<file path="src/rtl/log_domain_adder_16_mul_div_if.sv">
// Operand/control and result bundle for the log-domain adder front end.
// The slave side is the adder itself; the master side is whoever feeds and drains it.
interface log_domain_adder_16_mul_div_if #(
    parameter int N   = 16,
    parameter int LGN = 4
);
    logic           in_valid;
    logic           in_ready;
    logic           mode;
    logic [1:0]     func;
    logic [N-1:0]   op_a;
    logic [N-1:0]   op_b;

    logic           out_valid;
    logic           out_ready;
    logic           mode_o;
    logic [1:0]     func_o;
    logic [N-1:0]   a;
    logic [LGN+1:0] shift_upper;
    logic [LGN:0]   shift_lower;
    logic [1:0]     res_zero;
    logic [1:0]     div_by_zero;

    modport master (
        output in_valid, mode, func, op_a, op_b, out_ready,
        input  in_ready, out_valid, mode_o, func_o, a,
               shift_upper, shift_lower, res_zero, div_by_zero
    );

    modport slave (
        input  in_valid, mode, func, op_a, op_b, out_ready,
        output in_ready, out_valid, mode_o, func_o, a,
               shift_upper, shift_lower, res_zero, div_by_zero
    );
endinterface

</file>
<file path="src/rtl/log_domain_adder_16_mul_div.sv">
// Mitchell log-domain front end: leading-one detect/normalise, then add (mul) or subtract (div) logs.
// Latency: 2 cycles (S1 LOD register, S2 add/sub register), 1 word/cycle.
// Backpressure: valid/ready; in_ready = !s1_valid || s2_take, combinational from out_ready.
module log_domain_adder_16_mul_div #(
    parameter int N   = 16,
    parameter int LGN = 4
) (
    input  logic                              clk,
    input  logic                              rst_n,
    log_domain_adder_16_mul_div_if.slave      bus
);
    localparam int H = N / 2;

    // The upper/whole lane shares one datapath: in dual mode the upper-lane fraction is
    // parked in the top bits so its carry/borrow lands in the same place as a full word's.
    typedef struct packed {
        logic           mode;
        logic [1:0]     func;
        logic [LGN-1:0] ka_hi;
        logic [LGN-1:0] kb_hi;
        logic [N-2:0]   fa_hi;
        logic [N-2:0]   fb_hi;
        logic [LGN-2:0] ka_lo;
        logic [LGN-2:0] kb_lo;
        logic [H-2:0]   fa_lo;
        logic [H-2:0]   fb_lo;
        logic [1:0]     za;
        logic [1:0]     zb;
    } s1_t;

    function automatic logic [LGN-1:0] lod_w(input logic [N-1:0] x);
        logic [LGN-1:0] k;
        k = '0;
        for (int i = 0; i < N; i++)
            if (x[i]) k = LGN'(i);
        return k;
    endfunction

    function automatic logic [N-2:0] frac_w(input logic [N-1:0] x, input logic [LGN-1:0] k);
        logic [N-1:0] t;
        t = x << (LGN'(N - 1) - k);
        return t[N-2:0];
    endfunction

    function automatic logic [LGN-2:0] lod_h(input logic [H-1:0] x);
        logic [LGN-2:0] k;
        k = '0;
        for (int i = 0; i < H; i++)
            if (x[i]) k = (LGN-1)'(i);
        return k;
    endfunction

    function automatic logic [H-2:0] frac_h(input logic [H-1:0] x, input logic [LGN-2:0] k);
        logic [H-1:0] t;
        t = x << ((LGN-1)'(H - 1) - k);
        return t[H-2:0];
    endfunction

    // ---------------- pipeline control ----------------
    logic s1_valid;
    logic out_valid_q;
    logic s2_take;
    logic in_ready_i;
    logic s1_load;
    logic s2_load;

    assign s2_take    = !out_valid_q || bus.out_ready;
    assign in_ready_i = !s1_valid || s2_take;
    assign s1_load    = bus.in_valid && in_ready_i;
    assign s2_load    = s1_valid && s2_take;

    // ---------------- stage 1: LOD / normalise ----------------
    s1_t            s1_nxt;
    s1_t            s1_q;
    logic [LGN-1:0] ka_w;
    logic [LGN-1:0] kb_w;
    logic [LGN-2:0] ka_u;
    logic [LGN-2:0] kb_u;
    logic [LGN-2:0] ka_l;
    logic [LGN-2:0] kb_l;

    always_comb begin
        ka_w = lod_w(bus.op_a);
        kb_w = lod_w(bus.op_b);
        ka_u = lod_h(bus.op_a[N-1:H]);
        kb_u = lod_h(bus.op_b[N-1:H]);
        ka_l = lod_h(bus.op_a[H-1:0]);
        kb_l = lod_h(bus.op_b[H-1:0]);

        s1_nxt      = '0;
        s1_nxt.mode = bus.mode;
        s1_nxt.func = bus.func;
        if (bus.mode) begin
            s1_nxt.ka_hi = {1'b0, ka_u};
            s1_nxt.kb_hi = {1'b0, kb_u};
            s1_nxt.fa_hi = {frac_h(bus.op_a[N-1:H], ka_u), {H{1'b0}}};
            s1_nxt.fb_hi = {frac_h(bus.op_b[N-1:H], kb_u), {H{1'b0}}};
            s1_nxt.za    = {~|bus.op_a[N-1:H], ~|bus.op_a[H-1:0]};
            s1_nxt.zb    = {~|bus.op_b[N-1:H], ~|bus.op_b[H-1:0]};
        end else begin
            s1_nxt.ka_hi = ka_w;
            s1_nxt.kb_hi = kb_w;
            s1_nxt.fa_hi = frac_w(bus.op_a, ka_w);
            s1_nxt.fb_hi = frac_w(bus.op_b, kb_w);
            s1_nxt.za    = {2{~|bus.op_a}};
            s1_nxt.zb    = {2{~|bus.op_b}};
        end
        s1_nxt.ka_lo = ka_l;
        s1_nxt.kb_lo = kb_l;
        s1_nxt.fa_lo = frac_h(bus.op_a[H-1:0], ka_l);
        s1_nxt.fb_lo = frac_h(bus.op_b[H-1:0], kb_l);
    end

    // ---------------- stage 2: add / subtract logs ----------------
    logic           div;
    logic [N-1:0]   add_hi;
    logic [N-1:0]   sub_hi;
    logic [H-1:0]   add_lo;
    logic [H-1:0]   sub_lo;
    logic           cy_hi;
    logic           cy_lo;
    logic [N-2:0]   fr_hi;
    logic [H-2:0]   fr_lo;
    logic [LGN+1:0] k_hi;
    logic [LGN:0]   k_lo;
    logic           rz_hi;
    logic           rz_lo;
    logic           dz_hi;
    logic           dz_lo;
    logic [N-1:0]   a_nxt;
    logic [LGN+1:0] su_nxt;
    logic [LGN:0]   sl_nxt;
    logic [1:0]     rz_nxt;
    logic [1:0]     dz_nxt;

    always_comb begin
        div    = s1_q.func[0];
        add_hi = {1'b0, s1_q.fa_hi} + {1'b0, s1_q.fb_hi};
        sub_hi = {1'b0, s1_q.fa_hi} - {1'b0, s1_q.fb_hi};
        add_lo = {1'b0, s1_q.fa_lo} + {1'b0, s1_q.fb_lo};
        sub_lo = {1'b0, s1_q.fa_lo} - {1'b0, s1_q.fb_lo};

        // Top bit is the fraction carry (mul) or borrow (div); the low bits are already mod 2^(W-1).
        cy_hi = div ? sub_hi[N-1]   : add_hi[N-1];
        fr_hi = div ? sub_hi[N-2:0] : add_hi[N-2:0];
        cy_lo = div ? sub_lo[H-1]   : add_lo[H-1];
        fr_lo = div ? sub_lo[H-2:0] : add_lo[H-2:0];

        if (div) begin
            k_hi = {2'b00, s1_q.ka_hi} - {2'b00, s1_q.kb_hi} - {{(LGN+1){1'b0}}, cy_hi};
            k_lo = {2'b00, s1_q.ka_lo} - {2'b00, s1_q.kb_lo} - {{LGN{1'b0}}, cy_lo};
        end else begin
            k_hi = {2'b00, s1_q.ka_hi} + {2'b00, s1_q.kb_hi} + {{(LGN+1){1'b0}}, cy_hi};
            k_lo = {2'b00, s1_q.ka_lo} + {2'b00, s1_q.kb_lo} + {{LGN{1'b0}}, cy_lo};
        end

        dz_hi = div & s1_q.zb[1];
        dz_lo = div & s1_q.zb[0];
        rz_hi = s1_q.za[1] | s1_q.zb[1] | (div & k_hi[LGN+1]);
        rz_lo = s1_q.za[0] | s1_q.zb[0] | (div & k_lo[LGN]);

        a_nxt  = '0;
        su_nxt = '0;
        sl_nxt = '0;
        if (!rz_hi)
            su_nxt = k_hi;
        if (s1_q.mode) begin
            rz_nxt = {rz_hi, rz_lo};
            dz_nxt = {dz_hi, dz_lo};
            if (!rz_hi)
                a_nxt[N-2:H] = fr_hi[N-2:H];
            if (!rz_lo) begin
                a_nxt[H-2:0] = fr_lo;
                sl_nxt       = k_lo;
            end
        end else begin
            rz_nxt = {2{rz_hi}};
            dz_nxt = {2{dz_hi}};
            if (!rz_hi)
                a_nxt[N-2:0] = fr_hi;
        end
    end

    // ---------------- registers ----------------
    logic           mode_q;
    logic [1:0]     func_q;
    logic [N-1:0]   a_q;
    logic [LGN+1:0] su_q;
    logic [LGN:0]   sl_q;
    logic [1:0]     rz_q;
    logic [1:0]     dz_q;

    always_ff @(posedge clk or negedge rst_n) begin
        if (!rst_n) begin
            s1_valid    <= 1'b0;
            s1_q        <= '0;
            out_valid_q <= 1'b0;
            mode_q      <= 1'b0;
            func_q      <= '0;
            a_q         <= '0;
            su_q        <= '0;
            sl_q        <= '0;
            rz_q        <= '0;
            dz_q        <= '0;
        end else begin
            if (in_ready_i)
                s1_valid <= bus.in_valid;
            if (s1_load)
                s1_q <= s1_nxt;
            if (s2_take)
                out_valid_q <= s1_valid;
            if (s2_load) begin
                mode_q <= s1_q.mode;
                func_q <= s1_q.func;
                a_q    <= a_nxt;
                su_q   <= su_nxt;
                sl_q   <= sl_nxt;
                rz_q   <= rz_nxt;
                dz_q   <= dz_nxt;
            end
        end
    end

    assign bus.in_ready    = in_ready_i;
    assign bus.out_valid   = out_valid_q;
    assign bus.mode_o      = mode_q;
    assign bus.func_o      = func_q;
    assign bus.a           = a_q;
    assign bus.shift_upper = su_q;
    assign bus.shift_lower = sl_q;
    assign bus.res_zero    = rz_q;
    assign bus.div_by_zero = dz_q;

endmodule

</file>
<file path="src/flat_wrapper.sv">
// flat-port wrapper written by rule: the top's interface ports become plain ports
module log_domain_adder_16_mul_div_flat 
#(
    parameter int N   = 16,
    parameter int LGN = 4
)
  (clk, rst_n, bus_in_valid, bus_mode, bus_func, bus_op_a, bus_op_b, bus_out_ready, bus_in_ready, bus_out_valid, bus_mode_o, bus_func_o, bus_a, bus_shift_upper, bus_shift_lower, bus_res_zero, bus_div_by_zero);
  log_domain_adder_16_mul_div_if #(.N(N), .LGN(LGN)) bus_i ();
  input  logic clk;
  input  logic rst_n;
  input wire logic [$bits(bus_i.in_valid)-1:0] bus_in_valid;
  input wire logic [$bits(bus_i.mode)-1:0] bus_mode;
  input wire logic [$bits(bus_i.func)-1:0] bus_func;
  input wire logic [$bits(bus_i.op_a)-1:0] bus_op_a;
  input wire logic [$bits(bus_i.op_b)-1:0] bus_op_b;
  input wire logic [$bits(bus_i.out_ready)-1:0] bus_out_ready;
  output wire logic [$bits(bus_i.in_ready)-1:0] bus_in_ready;
  output wire logic [$bits(bus_i.out_valid)-1:0] bus_out_valid;
  output wire logic [$bits(bus_i.mode_o)-1:0] bus_mode_o;
  output wire logic [$bits(bus_i.func_o)-1:0] bus_func_o;
  output wire logic [$bits(bus_i.a)-1:0] bus_a;
  output wire logic [$bits(bus_i.shift_upper)-1:0] bus_shift_upper;
  output wire logic [$bits(bus_i.shift_lower)-1:0] bus_shift_lower;
  output wire logic [$bits(bus_i.res_zero)-1:0] bus_res_zero;
  output wire logic [$bits(bus_i.div_by_zero)-1:0] bus_div_by_zero;
  assign bus_i.in_valid = bus_in_valid;
  assign bus_i.mode = bus_mode;
  assign bus_i.func = bus_func;
  assign bus_i.op_a = bus_op_a;
  assign bus_i.op_b = bus_op_b;
  assign bus_i.out_ready = bus_out_ready;
  assign bus_in_ready = bus_i.in_ready;
  assign bus_out_valid = bus_i.out_valid;
  assign bus_mode_o = bus_i.mode_o;
  assign bus_func_o = bus_i.func_o;
  assign bus_a = bus_i.a;
  assign bus_shift_upper = bus_i.shift_upper;
  assign bus_shift_lower = bus_i.shift_lower;
  assign bus_res_zero = bus_i.res_zero;
  assign bus_div_by_zero = bus_i.div_by_zero;
  log_domain_adder_16_mul_div #(.N(N), .LGN(LGN)) u_core (.clk(clk), .rst_n(rst_n), .bus(bus_i));
endmodule
</file>
<file path="config.mk">
export PLATFORM = sky130hd
export DESIGN_NAME = log_domain_adder_16_mul_div_flat
export DESIGN_NICKNAME = d
export VERILOG_FILES = /design/src/rtl/log_domain_adder_16_mul_div_if.sv /design/src/rtl/log_domain_adder_16_mul_div.sv /design/src/flat_wrapper.sv
export SDC_FILE = /design/constraint.sdc
export NUM_CORES = 1
export LEC_CHECK = 0
export BUFFER_PORTS_ARGS = -buffer_cell sky130_fd_sc_hd__buf_4
export CAP_MARGIN = 15
export CORE_MARGIN = 3
export CORE_UTILIZATION = 45
export CTS_BUF_LIST = sky130_fd_sc_hd__clkbuf_8 sky130_fd_sc_hd__clkbuf_16
export CTS_CLUSTER_SIZE = 14
export DETAILED_ROUTE_END_ITERATION = 6
export HOLD_SLACK_MARGIN = 0.03
export PLACE_DENSITY = 0.71
export SLEW_MARGIN = 20
export SYNTH_ARGS = -nofsm -noshare
export SYNTH_HDL_FRONTEND = slang
export SYNTH_SLANG_ARGS = --single-unit
</file>
<file path="constraint.sdc">
create_clock -name clk -period 5.6 [get_ports clk]
set_clock_uncertainty 0.15 [all_clocks]
set_input_delay 0.28 -clock clk [delete_from_list [all_inputs] [get_ports clk]]
set_output_delay 0.28 -clock clk [all_outputs]
set_load 0.03 [all_outputs]
</file>
Word level (Yosys, flattened, before mapping)
Cells that the tools add are included.
- output and inout port bits: 36
- flip-flop bits (word level): 100
- bits of input ports: 39
- word-level logic and storage cells: 148
- bitwise logic cells: 8
- reduce and logical (&&, ||, !) cells: 18
- add/subtract/negate cells: 18
- shifts and indexed selects: 6
- mux-type cells: 77
- operators by type and width (cell ; count):
    4-bit 2-to-1 mux ; 23
    3-bit 2-to-1 mux ; 20
    38-bit 2-to-1 mux ; 1
    7-bit 2-to-1 mux ; 5
    16-bit OR reduction ; 2
    8-bit OR reduction ; 4
    16-bit by 4-bit left shift with 15-bit output ; 2
    8-bit by 3-bit left shift with 7-bit output ; 4
    15-bit 2-to-1 mux ; 2
    2-bit 2-to-1 mux ; 10
    15-bit by 15-bit adder with 16-bit output ; 1
    15-bit by 15-bit subtractor with 16-bit output ; 1
    5-bit 2-to-1 mux ; 3
    6-bit 2-to-1 mux ; 2
    3-bit subtractor, first input constant ; 4
    1-bit 2-to-1 mux ; 11
    7-bit by 7-bit adder with 8-bit output ; 1
    1-bit logical NOT ; 8
    4-bit subtractor, first input constant ; 2
    7-bit by 7-bit subtractor with 8-bit output ; 1
    6-bit by 1-bit adder with 6-bit output ; 1
    6-bit by 1-bit subtractor with 6-bit output ; 1
    4-bit by 4-bit adder with 5-bit output ; 1
    5-bit by 1-bit adder with 5-bit output ; 1
    other kinds (8) ; 16

Longest topological paths before layout
- word-level depth: 18
- depth in mapped cells: 18
- depth with buffers taken out: 18

Worst setup path after synthesis
Ideal clock, no wire load.
- path type: register -> register
- start point: register u_core.s1_q (netlist bit u_core.div)
- end point: register u_core.a_q[5], in the netlist u_core.bus.a[5]
- arrival time: 2.889 ns
- clock period less this slack: 3.140 ns
- stages on the path, launching flop included: 16
- buffers on the path: 4
- setup time: 0.101 ns
- setup slack: 2.460 ns
- required time: 5.349 ns
- cell sequence: dfrtp_1 -> buf_2 -> buf_1 -> clkbuf_1 -> clkbuf_1 -> nand2_1 -> nor2_1 -> a221oi_1 -> ha_1 -> ha_1 -> nand2_1 -> nand2_1 -> a21o_1 -> or3_1 -> mux2_2 -> o311ai_2
- longest elaborated chain between the ends: 7
- elaborated cells on any way between the ends: 17
- those cells by class: add/sub: 4; mux: 9; bitwise: 4
- RTL lines (element ; RTL line ; RTL):
    from (decl) ; log_domain_adder_16_mul_div.sv:74 ; s1_t s1_q;
    from (signal assigned) ; log_domain_adder_16_mul_div.sv:209 ; s1_q <= s1_nxt;
    1-bit 2-to-1 mux, on equally long branches ; log_domain_adder_16_mul_div.sv:144, log_domain_adder_16_mul_div.sv:146 ;
    6-bit by 1-bit adder with 6-bit output (tied with other cells) ; log_domain_adder_16_mul_div.sv:153 ; k_hi = {2'b00, s1_q.ka_hi} + {2'b00, s1_q.kb_hi} + {{(LGN+1){1'b0}}, cy_hi};
    6-bit 2-to-1 mux / 5-bit 2-to-1 mux (equally long branches) ; log_domain_adder_16_mul_div.sv:149 ; if (div) begin
    1-bit bitwise AND, on equally long branches ; log_domain_adder_16_mul_div.sv:159, log_domain_adder_16_mul_div.sv:160 ;
    1-bit bitwise OR, on equally long branches ; log_domain_adder_16_mul_div.sv:159, log_domain_adder_16_mul_div.sv:160 ;
    15-bit 2-to-1 mux / 7-bit 2-to-1 mux (equally long branches) ; log_domain_adder_16_mul_div.sv:179, log_domain_adder_16_mul_div.sv:172 ;
    7-bit 2-to-1 mux * ; log_domain_adder_16_mul_div.sv:167 ; if (s1_q.mode) begin
    to (signal assigned) ; log_domain_adder_16_mul_div.sv:215 ; a_q <= a_nxt;
    to (decl) ; log_domain_adder_16_mul_div.sv:187 ; logic [N-1:0] a_q;
Every way passes the cells marked *; elsewhere a longest branch is shown, timed or not.
A chain may end at the register's enable or synchronous reset.

Final worst setup path
- start point: register u_core.s1_q (netlist bit u_core.div)
- end point: register u_core.su_q[2], in the netlist u_core.bus.shift_upper[2]
- longest elaborated chain between the ends: 6
- elaborated cells on any way between the ends: 7
- those cells by class: add/sub: 2; mux: 3; bitwise: 2
- RTL lines (element ; RTL line ; RTL):
    1-bit 2-to-1 mux ; log_domain_adder_16_mul_div.sv:144 ; cy_hi = div ? sub_hi[N-1] : add_hi[N-1];
    6-bit by 1-bit adder with 6-bit output / 6-bit by 1-bit subtractor with 6-bit output (equally long branches) ; log_domain_adder_16_mul_div.sv:153, log_domain_adder_16_mul_div.sv:150 ;
    6-bit 2-to-1 mux ; log_domain_adder_16_mul_div.sv:149 ;
    1-bit bitwise AND ; log_domain_adder_16_mul_div.sv:159 ; rz_hi = s1_q.za[1] | s1_q.zb[1] | (div & k_hi[LGN+1]);
    1-bit bitwise OR ; log_domain_adder_16_mul_div.sv:159 ;
    6-bit 2-to-1 mux * ; log_domain_adder_16_mul_div.sv:165 ; if (!rz_hi)
    to (signal assigned) ; log_domain_adder_16_mul_div.sv:216 ; su_q <= su_nxt;
    to (decl) ; log_domain_adder_16_mul_div.sv:188 ; logic [LGN+1:0] su_q;
Marks and branches as above.

==> flow_metrics.py <==
metrics = {
    "floorplanning": {
        "initial_core_util_pct": 46.1,
        "die_area_sq_mm": 0.0209,
        "rows": 50,
        "pin_count": 75,
        "die_x_microns": 145,
        "coreArea_sq_mm": 0.0188,
        "die_height_microns": 145,
    },
    "timing": {
        "setup_tns_ps": 0,
        "max_slew_margin_pct": 37.6,
        "setup_violations": 0,
        "timing.final.crit_share_pct": 65.8,
        "final_hold_viol_count": 0,
        "fin_ws_ps": 1920,
        "tightestPinTransition_ps": 935,
        "fmax_mhz": 271,
        "post-route-min-period_ps": 3680,
        "maxSlewViolCount": 0,
        "rsz0062_at_grt": "false",
    },
    "cts": {
        "numCtsBuffers": 9,
        "clockBufferDepth": 2,
        "cts-resized-gates": 0,
        "cts_tree": "done",
        "insertion_delay_ps": 350,
        "clkSlewWorstSetupHoldPaths_ps": 60,
        "post_cts_buffers": 0,
        "root_buffer": "clkbuf_16",
        "cts_htree_levels": 3,
        "cts_sinks": 100,
    },
    "finish": {
        "final_common_cell": "nand2_1",
        "mostFrequentLayoutCells": "139 x nand2_1, 100 x dfrtp_1, 97 x nor2_1",
        "drive_gt1_share_pct": 13.0,
        "diodes": 0,
        "layout-area-overhead-vs-synth_pct": 11.3,
        "fin_cells": 1336,
        "finalNetCount": 1209,
    },
    "worst_setup_path": {
        "crit_type": "register to register",
        "worstPathRequired_ps": 5650,
        "start_kind": "register",
        "cp_slowest_cell": "dfrtp_1",
        "timing.critical_path.mode_cell": "nor2_1",
        "arrival_ps": 3740,
        "cp_top_family": "compound AO/OA/AOI/OAI gates",
        "path_cells": "clkinv_1, a211o_1, a31oi_1, nor2_1, nor2b_1, ha_1, xor2_1, nor2_1, a21oi_1, xnor2_1, o21ai_1",
        "crit_start": "u_core.div$_DFFE_PN0P_",
        "worstSetupEndpointType": "register",
        "reg2reg_from": "u_core.div$_DFFE_PN0P_",
        "crit_fanout": 21,
        "cpPeakStageDelay_ps": 770,
        "cp.buffers_inverters": 1,
    },
    "logic_synthesis": {
        "yosysSeqAreaShare_pct": 28.9,
        "ys_ff_latch": 100,
        "yosys_most_used_dff": "dfrtp_1",
        "async_reset_ff_share_pct": 100,
        "yosysUniqueCellTypes": 82,
        "synth_warnings": 0,
        "netlist_instances": 1067,
        "synth_edf_count": 0,
        "syn_area_sq_mm": 0.00865,
        "syn_nets": 1178,
        "postSynthAreaPerCell_sq_um": 8.11,
    },
    "pwr": {
        "peakVddDrop_mv": 0.165,
        "leakagePower_nw": 4.34,
        "p_per_area_mw_per_mm2": 337,
    },
    "min_path": {
        "worstHoldStart": "bus_func[0]",
        "min_path_type": "input pin to register",
    },
    "placed_design": {
        "place_inst": 1318,
        "post-place-ws_ps": 1920,
        "port_buffers": 73,
        "place_hpwl_microns": 19000,
        "place.gp.congestion": 0.952,
    },
    "global_route": {
        "first_global_vias": 7341,
        "grt_overflow_total": 0,
        "grt_max_degree": 74,
        "antenna_found_initial": 1,
        "grt_pass1_wl_microns": 39700,
        "grtUsageTotal_pct": 23.9,
    },
    "detailed_routing": {
        "wl_microns": 24800,
        "first_iter_violations": 900,
        "via_per_inst": 6.00,
        "drc": 0,
        "postRouteAntennaNets": 0,
        "routed-via-count": 8021,
        "post_drt_wl_per_cell_microns": 18.5,
        "drt_first_pass_iters": 5,
    },
    "status": {
        "status": "complete, no violations",
    },
    "job": {
        "drv_cap": 0,
    },
}
==> worst min-delay path: cells and delay by family <==
family,cells,cell delay [ps]
AOI/OAI and AO/OA,1,100
and+or+nand+nor,1,30
buffers and inverters,1,80
==> where the power goes <==
| part | leakage [nW] | total (W) | switching, W | internal, W |
|---|---|---|---|---|
| combinational | 2.94 | 0.00157 | 0.000962 | 0.000607 |
| clock | 0.158 | 0.000674 | 0.000262 | 0.000412 |
| sequential | 1.24 | 0.00100 | 0.000132 | 0.000873 |
==> cells by family after synthesis <==
| logic type | after synthesis | synth area share, % |
|---|---|---|
| buf+inv | 136 | 6.32 |
| xor+xnor | 35 | 3.54 |
| flops | 100 | 28.9 |
| mux | 44 | 5.24 |
| simple gates | 343 | 18.1 |
| other cells | 1 | 0.0433 |
| compound gates | 336 | 26.7 |
| fa+ha+maj | 72 | 11.1 |
==> worst paths after layout <==
kind | to | slack, ps | cells after the start
worst max-delay path | u_core.bus.shift_upper[2]$_DFFE_PN0P_ | 1920 | 11
worst min-delay path | u_core.div$_DFFE_PN0P_ | 40 | 3
worst max register to register | u_core.bus.shift_upper[2]$_DFFE_PN0P_ | 1920 | 11
worst min register to register | u_core.bus.func_o[1]$_DFFE_PN0P_ | 320 | 2
max in group asynchronous | u_core.bus.a[9]$_DFFE_PN0P_ | 3800 | 3
min in group asynchronous | u_core.bus.a[2]$_DFFE_PN0P_ | 240 | 2
==> flip-flops by register name, indices dropped and copies added (netlist names) <==
register / count
u_core.s1_valid: 1
u_core.bus.div_by_zero: 2
u_core.bus.func_o: 2
u_core.bus.a: 15
u_core.div: 1
u_core.bus.shift_lower: 5
u_core.bus.out_valid: 1
u_core.bus.shift_upper: 6
u_core.bus.res_zero: 2
u_core.s1_q: 64
u_core.bus.mode_o: 1
==> cells in the mapped netlist (10+ instances only) <==
master	number	area share, %
nand2b_1	14	1.0
buf_2	17	0.98
nor3_1	21	1.2
o211ai_1	11	0.95
nand3_1	25	1.4
o22ai_1	11	0.80
dfrtp_1	100	29
a21o_1	14	1.2
clkbuf_1	37	1.6
nand2_1	139	6.0
xnor2_1	28	2.8
o31ai_1	16	1.4
a21oi_1	67	3.9
a22oi_1	10	0.87
mux2i_1	37	4.3
ha_1	64	9.3
o21bai_1	10	0.87
nor2_1	97	4.2
o21ai_1	25	1.4
inv_1	67	2.9
o21ai_0	68	3.9
a31oi_1	17	1.2
==> per-stage QoR <==
step	util, %	total power, W	cell area (sq um)	hold slack, ps
floorplan	-	0.00210	8650	-166
global placement	49.4	0.00254	9270	75.3
detailed placement	49.4	0.00257	9270	74.3
CTS	51.3	0.00326	9630	32.9
global route	51.3	0.00347	9630	48.6
finish	51.3	0.00325	9630	40.8
==> what timing repair did <==
| item | in CTS | in global routing |
|---|---|---|
| hold buffers | 3 | 0 |
| endpoints found under the setup margin | 0 | 0 |
| endpoints found under the hold margin | 29 | 0 |
==> final cells by class <==
cell class | instances | area [sq um]
fillers | 1800 | 9140
well taps | 234 | 293
clock inverters | 4 | 72.6
inverters | 73 | 274
flip-flops and latches | 100 | 2500
multi-input cells | 831 | 5610
repair buffers | 83 | 631
clock buffers | 11 | 253
==> layer usage <==
metal	wire length [microns]	vias to the layer above	track usage, %
met5	13	-	0
met1	11600	3768	35.8
met3	1950	38	3.32
met4	604	2	7.90
met2	10600	341	35.3
li1	-	3872	-
(Power assumes the default switching activity.)
